<file path="src/rtl/display_scan_ctrl.sv">
// Multiplexed 7-segment scan controller: digit sequencing with blank gaps,
// frame-boundary value updates through a one-deep pending slot, leading-zero blanking.
module display_scan_ctrl #(
  parameter int NUM_DIGITS   = 4,
  parameter int REFRESH_DIV  = 50000,
  parameter int BLANK_CYCLES = 16
) (
  input  logic                    clk,
  input  logic                    rst_n,
  input  logic [4*NUM_DIGITS-1:0] value_i,
  input  logic                    load_valid,
  output logic                    load_ready,
  input  logic                    blank_lz,
  output logic [3:0]              dec_nibble,
  input  logic [7:0]              dec_seg,
  output logic [7:0]              seg_o,
  output logic [NUM_DIGITS-1:0]   dig_en_o,
  output logic                    frame_done
);

  localparam int MAXC = (REFRESH_DIV > BLANK_CYCLES) ? REFRESH_DIV : BLANK_CYCLES;
  localparam int CW   = $clog2(MAXC + 1);
  localparam int IW   = (NUM_DIGITS > 1) ? $clog2(NUM_DIGITS) : 1;

  typedef enum logic {BLANK, SHOW} state_t;

  state_t                  r_state, w_state_nxt;
  logic [CW-1:0]           r_cnt, w_cnt_nxt;
  logic [IW-1:0]           r_idx, w_idx_nxt;
  logic [4*NUM_DIGITS-1:0] r_active, r_pending;
  logic                    r_pfull;
  logic [7:0]              r_seg;
  logic [NUM_DIGITS-1:0]   r_dig_en;
  logic                    w_blank_end, w_show_end, w_last, w_wrap, w_xfer;
  logic                    w_upper_zero, w_lz_blank;

  assign w_blank_end = (r_state == BLANK) && (r_cnt == CW'(BLANK_CYCLES - 1));
  assign w_show_end  = (r_state == SHOW) && (r_cnt == CW'(REFRESH_DIV - 1));
  assign w_last      = (r_idx == IW'(NUM_DIGITS - 1));
  assign w_wrap      = w_show_end && w_last;
  assign w_xfer      = load_valid && !r_pfull;

  assign dec_nibble  = r_active[4*r_idx +: 4];
  assign load_ready  = !r_pfull;
  assign frame_done  = w_wrap;
  assign seg_o       = r_seg;
  assign dig_en_o    = r_dig_en;

  // Digit idx is a leading zero when it and every more significant nibble are zero.
  always_comb begin
    w_upper_zero = 1'b1;
    for (int unsigned j = 0; j < NUM_DIGITS; j++) begin
      if ((IW'(j) >= r_idx) && (r_active[4*j +: 4] != 4'h0)) w_upper_zero = 1'b0;
    end
    w_lz_blank = blank_lz && (r_idx != '0) && w_upper_zero;
  end

  always_comb begin
    w_state_nxt = r_state;
    w_cnt_nxt   = r_cnt + 1'b1;
    w_idx_nxt   = r_idx;
    case (r_state)
      BLANK: if (w_blank_end) begin
        w_state_nxt = SHOW;
        w_cnt_nxt   = '0;
      end
      SHOW: if (w_show_end) begin
        w_state_nxt = BLANK;
        w_cnt_nxt   = '0;
        w_idx_nxt   = w_last ? '0 : r_idx + 1'b1;
      end
      default: begin
        w_state_nxt = BLANK;
        w_cnt_nxt   = '0;
      end
    endcase
  end

  always_ff @(posedge clk or negedge rst_n) begin
    if (!rst_n) begin
      r_state <= BLANK;
      r_cnt   <= '0;
      r_idx   <= '0;
    end else begin
      r_state <= w_state_nxt;
      r_cnt   <= w_cnt_nxt;
      r_idx   <= w_idx_nxt;
    end
  end

  // Segment bus and digit enables only move on BLANK<->SHOW edges.
  always_ff @(posedge clk or negedge rst_n) begin
    if (!rst_n) begin
      r_seg    <= '0;
      r_dig_en <= '0;
    end else if (w_blank_end) begin
      r_seg    <= w_lz_blank ? '0 : dec_seg;
      r_dig_en <= NUM_DIGITS'(1) << r_idx;
    end else if (w_show_end) begin
      r_seg    <= '0;
      r_dig_en <= '0;
    end
  end

  always_ff @(posedge clk or negedge rst_n) begin
    if (!rst_n) begin
      r_active  <= '0;
      r_pending <= '0;
      r_pfull   <= 1'b0;
    end else if (w_wrap && r_pfull) begin
      r_active <= r_pending;
      r_pfull  <= 1'b0;
    end else if (w_xfer) begin
      r_pending <= value_i;
      r_pfull   <= 1'b1;
    end
  end

endmodule

</file>
<file path="config.mk">
export PLATFORM = sky130hd
export DESIGN_NAME = display_scan_ctrl
export DESIGN_NICKNAME = d
export VERILOG_FILES = /design/src/rtl/display_scan_ctrl.sv
export SDC_FILE = /design/constraint.sdc
export NUM_CORES = 1
export LEC_CHECK = 0
export CAP_MARGIN = 20
export CELL_PAD_IN_SITES_DETAIL_PLACEMENT = 0
export CELL_PAD_IN_SITES_GLOBAL_PLACEMENT = 1
export CORE_ASPECT_RATIO = 1.4
export CORE_MARGIN = 8
export CORE_UTILIZATION = 39
export DETAILED_ROUTE_END_ITERATION = 7
export PLACE_DENSITY = 0.79
export SLEW_MARGIN = 10
export SYNTH_ARGS = -nofsm -noshare
export SYNTH_HDL_FRONTEND = slang
export SYNTH_SLANG_ARGS = --single-unit
</file>
<file path="constraint.sdc">
create_clock -name clk -period 2.42 [get_ports clk]
set_clock_uncertainty 0.2 [all_clocks]
set_input_delay 0.484 -clock clk [delete_from_list [all_inputs] [get_ports clk]]
set_output_delay 0.484 -clock clk [all_outputs]
set_load 0.02 [all_outputs]
</file>
# Word level (Yosys, flattened, before mapping)
# Cells that the tools add are included.
word_totals:
  in_bits: 28
  rom_bits: 0
  mem_count: 0
  ff_bits: 64
  latch_bits: 0
  word_cells: 60
  output_inout_bits: 18
  mem_bits_rw: 0
classes:
  n_eq_ne: 3
  bitwise: 2
  div: 0
  n_mux: 18
  magnitude_cmp: 4
  addsub: 2
  n_mul: 0
  n_reduce_logical: 21
  shifts: 2
op_table:
  columns: ["op", "count"]
  rows:
  - ["$mux 16", 2]
  - ["$pmux 16 s2", 1]
  - ["$mux 8", 3]
  - ["$add 16x1->16 const B", 1]
  - ["$eq 16x16->1 const B", 1]
  - ["$eq 16x4->1 const B", 1]
  - ["$reduce_bool 4->1", 4]
  - ["$shiftx 16x5->4", 1]
  - ["$logic_and 1x1->1", 11]
  - ["$mux 1", 8]
  - ["$mux 4", 2]
  - ["$reduce_bool 2->1", 3]
  - ["$ge 1x2->1 const A", 2]
  - ["$ge 2x2->1 const A", 2]
  - ["$reduce_and 2->1", 2]
  - ["$shl 1x2->4 const A", 1]
  - ["$add 2x1->2 const B", 1]
  - ["$eq 2x2->1 const B", 1]
  - ["$mux 2", 1]
  - ["$not 1->1", 2]
  - ["$pmux 1 s2", 1]
  - ["$logic_not 1->1", 1]

# Depth between registers and ports, before layout
depth:
  depth_word: 9
  mapped_depth: 7
  ltp_nobuf: 6

# Worst setup path before layout
# No wires, ideal clock.
synth_timing:
  path_kind: "register to register"
  startpoint: "register r_idx[0]"
  endpoint: "register r_seg[0], in the netlist seg_o[0]"
  arrival_time_ps: 2163
  path_stages_with_launch: 8
  setup_ps: 121
  setup_slack_ps: -64
  required_time_ps: 2099
  period_less_slack_ps: 2484
  path_cell_list: "dfrtp_1 clkbuf_1 inv_1 ha_1 or4b_2 nor3_1 a211oi_2 a22o_1"
synth_via:
  elab_chain_cells: 9
  word_cells_on_any_way: 17
  cone_classes: "order compare: 4; mux: 6; reduce/logical: 7"
synth_rtl:
  columns: ["element", "line", "rtl"]
  rows:
  - ["start: declaration", "29", "logic [IW-1:0] r_idx, w_idx_nxt;"]
  - ["start signal: assignment", "87", "r_idx <= w_idx_nxt;"]
  - ["$ge 1x2->1", "53", "if ((IW'(j) >= r_idx) && (r_active[4*j +: 4] != 4'h0)) w_upper_zero = 1'b0;"]
  - ["$logic_and 1x1->1", "53", null]
  - ["$mux 1 (4 in a row)", "53", null]
  - ["$logic_and 1x1->1 (*)", "55", "w_lz_blank = blank_lz && (r_idx != '0) && w_upper_zero;"]
  - ["$mux 8 (*)", "97", "r_seg <= w_lz_blank ? '0 : dec_seg;"]
  - ["$mux 8 (*)", "96", "end else if (w_blank_end) begin"]
  - ["end signal: assignment", "97", null]
  - ["end: declaration", "32", "logic [7:0] r_seg;"]
# Every way passes the cells marked *; elsewhere a longest branch is shown, timed or not.
# A chain may end at the register's enable or synchronous reset.

# Worst setup path in the final report
layout_timing:
  startpoint: "register r_cnt[11]"
  endpoint: "output frame_done"
layout_via:
  elab_chain_cells: 3
layout_rtl:
  columns: ["element", "line", "rtl"]
  rows:
  - ["start: declaration", "28", "logic [CW-1:0] r_cnt, w_cnt_nxt;"]
  - ["start signal: assignment", "86", "r_cnt <= w_cnt_nxt;"]
  - ["$eq 16x16->1", "38", "assign w_show_end = (r_state == SHOW) && (r_cnt == CW'(REFRESH_DIV - 1));"]
  - ["$logic_and 1x1->1", "38", null]
  - ["$logic_and 1x1->1", "40", "assign w_wrap = w_show_end && w_last;"]
  - ["end: declaration", "18", "output logic frame_done"]
# No other way between the ends.

==> out/qor.csv <==
metric,value,unit
synth-seq-cells,64,
drcViolationCount,0,
clockBufferDepth,2,
dr_total_vias,1875,
die_x,87.95,um
insertedDiodeCount,0,
outcome,finished clean,
final_layout_size_suffix_gt1_frac,0.3136,
grt_pass1_wl,10460,um
drt_wl_total,6048,um
n_fill_cell,623,
syn_area,2826,sq um
crit_path_end_kind,output port,
num_io_pins,46,
wl_per_cell,15.83,um
syn_nets,241,
clock-sinks,64,
tightest_slew,650.3,ps
synth_edf_count,0,
die_h,116.7,um
grt_max_degree,33,
gp_congestion,0.8045,
synth_top_flop_cell,dfrtp_1,
design_area,3765,sq um
gr-total-overflow,0,
netlist_instances,207,
cts_tree,built,
dieArea,10270,sq um
yosys_warnings,0,
rsz0062_at_grt,false,
cts-root-buf,clkbuf_8,
yosys.area.top_type,dfrtp_1,
hold_class,flop to flop,
synth.top_cells.by_area,"dfrtp_1, mux2_2, mux2_4",
grt_usage,0.1343,
portBuffers,45,
crit_required,1740,ps
critPathKind,flop to output port,
timing.final.crit_share,0.9577,
finalSetupViolCount,0,
drt_pass1_iterations,4,
dpl.hpwl,4500,um
synth_top_area_frac,0.5666,
dpl_cell_area,3551,sq um
via_per_inst,4.908,
synth-seq-area-share,0.5666,
p_per_area,603.2,nW/um^2
std_cell_rows,36,
worst_ep_arrival_time,1630,ps
ys_types,36,
ant_nets,0,
antenna_found_initial,0,
max_slew_margin,0.5665,
htreeDepth,3,
power.leakage,1.705,nW
crit_fanout,2,
cp-start-kind,flop,
path_clk_slew,70,ps
synth_area_per_cell,13.65,sq um
setup_tns,0,ps
cts_buffers,9,
area_growth,33.20,%
nets,316,
grt_pass1_vias,2120,
maxCapViolCount,0,
period_minus_slack,2318,ps
synth_commonest_cells,"dfrtp_1, mux2_2, nor2_1",
start_util,0.4048,
async_reset_ff_frac,1.000,
hold_viol,0,
drv_slew,0,
vdd_drop_max,511.3,uV
yosysMostFrequentCell,dfrtp_1,
coreArea,6982,sq um
fmax,431.5,MHz
drtIter0Drc,31,
clk_latency,330,ps
-- path summary, 6_finish.rpt --
check / slack (ps) / cells past startpoint / from / to
max reg2reg: 170 / 6 / r_idx[0] / seg_o[6]
min: 300 / 1 / r_cnt[10] / r_cnt[10]
max in group asynchronous: 910 / 3 / rst_n / r_cnt[0]
min in group asynchronous: 510 / 2 / rst_n / r_active[2]
max: 100 / 4 / r_cnt[11] / frame_done
min reg2reg: 300 / 1 / r_cnt[10] / r_cnt[10]
-- power breakdown --
group	total (W)	internal (W)	leakage, nW	switching [W]
combinational	0.000134	0.0000844	0.773	0.0000492
sequential	0.00113	0.00111	0.820	0.0000218
clock	0.00100	0.000602	0.112	0.000402
total	0.00227	0.00180	1.70	0.000473
-- area by class of cell --
class                   instances  area [sq um]  area share
well taps                      95         118.9     0.03157
clock buffers                  10         137.6     0.03656
clock inverters                 6         82.58     0.02193
flip-flops and latches         64          1602      0.4254
multi-input cells             134          1190      0.3161
repair buffers                 70         623.1      0.1655
inverters                       3         11.26    0.002991
-- repair_timing --
action | 4_1_cts | 5_1_grt
hold buffers | 1 | 0
cloned | 0 | 0
gates resized for setup | 9 | 8
buffers inserted | 0 | 0
endpoints found under the setup margin | 5 | 4
endpoints found under the hold margin | 26 | 0
-- layer usage --
| layer | global-route usage | part of all wire | up-vias | wire length [um] |
|---|---|---|---|---|
| met2 | 0.2316 | 0.52 | 36 | 3134 |
| met3 | 0.03169 | 0.037 | 10 | 224 |
| li1 | - | - | 902 | - |
| met5 | 0 | 0 | - | 0 |
| met4 | 0.06912 | 0.017 | 0 | 104 |
| met1 | 0.1491 | 0.43 | 927 | 2585 |
-- cells by family after synthesis --
kind of cell,count (synthesis),synth area share
AOI/OAI and AO/OA,19,0.05710
xor gates and xnor gates,14,0.04338
adders and majority gates,6,0.02656
buffers and inverters,9,0.01549
DFF,64,0.5666
muxes,37,0.1753
and+or+nand+nor,58,0.1155
-- per-stage QoR --
step             util  worst slack (ps)  hold WS, ps  total power (W)  instances
2_1_floorplan       -             77.21       -11.59         0.001192        207
3_3_place_gp   0.5086            -41.58        282.6         0.001284        365
3_5_place_dp   0.5086            -62.58        290.5         0.001289        365
4_1_cts        0.5414             17.04        305.2         0.002304        382
5_1_grt        0.5392             20.87        325.3         0.002368        382
6_report       0.5392             102.3        301.9         0.002271        382
-- cells in the final DEF, fill, tap and decap left out, types with 2 or more instances in the layout --
cell type and instances:
buf_2 2, nand2_1 10, inv_1 3, nand3_1 7
mux4_2 4, a22o_1 12, mux2_2 24, a21o_1 3
nor3_1 3, nor4_1 6, dfrtp_1 64, xor2_1 7
clkdlybuf4s50_1 39, nor2b_1 2, buf_4 23, nand4_1 5
ha_1 6, bufinv_16 2, mux2_4 9, clkbuf_8 10
nor2_1 14, xnor2_1 7, clkbuf_2 4, clkinv_2 3
-- critical path, stage by stage, from the launching register on --
cell,delay (ps)
dfrtp_1,410
nor4_4,310
and3b_2,230
and3_1,170
buf_2,170
-- flip-flops by register name, summed over array words and instances (netlist names) --
signal / flops
dig_en_o: 4
r_active: 16
r_cnt: 16
r_idx: 2
r_pending: 16
r_pfull: 1
r_state: 1
seg_o: 8
Note: power is estimated with default switching activity, not from simulation.
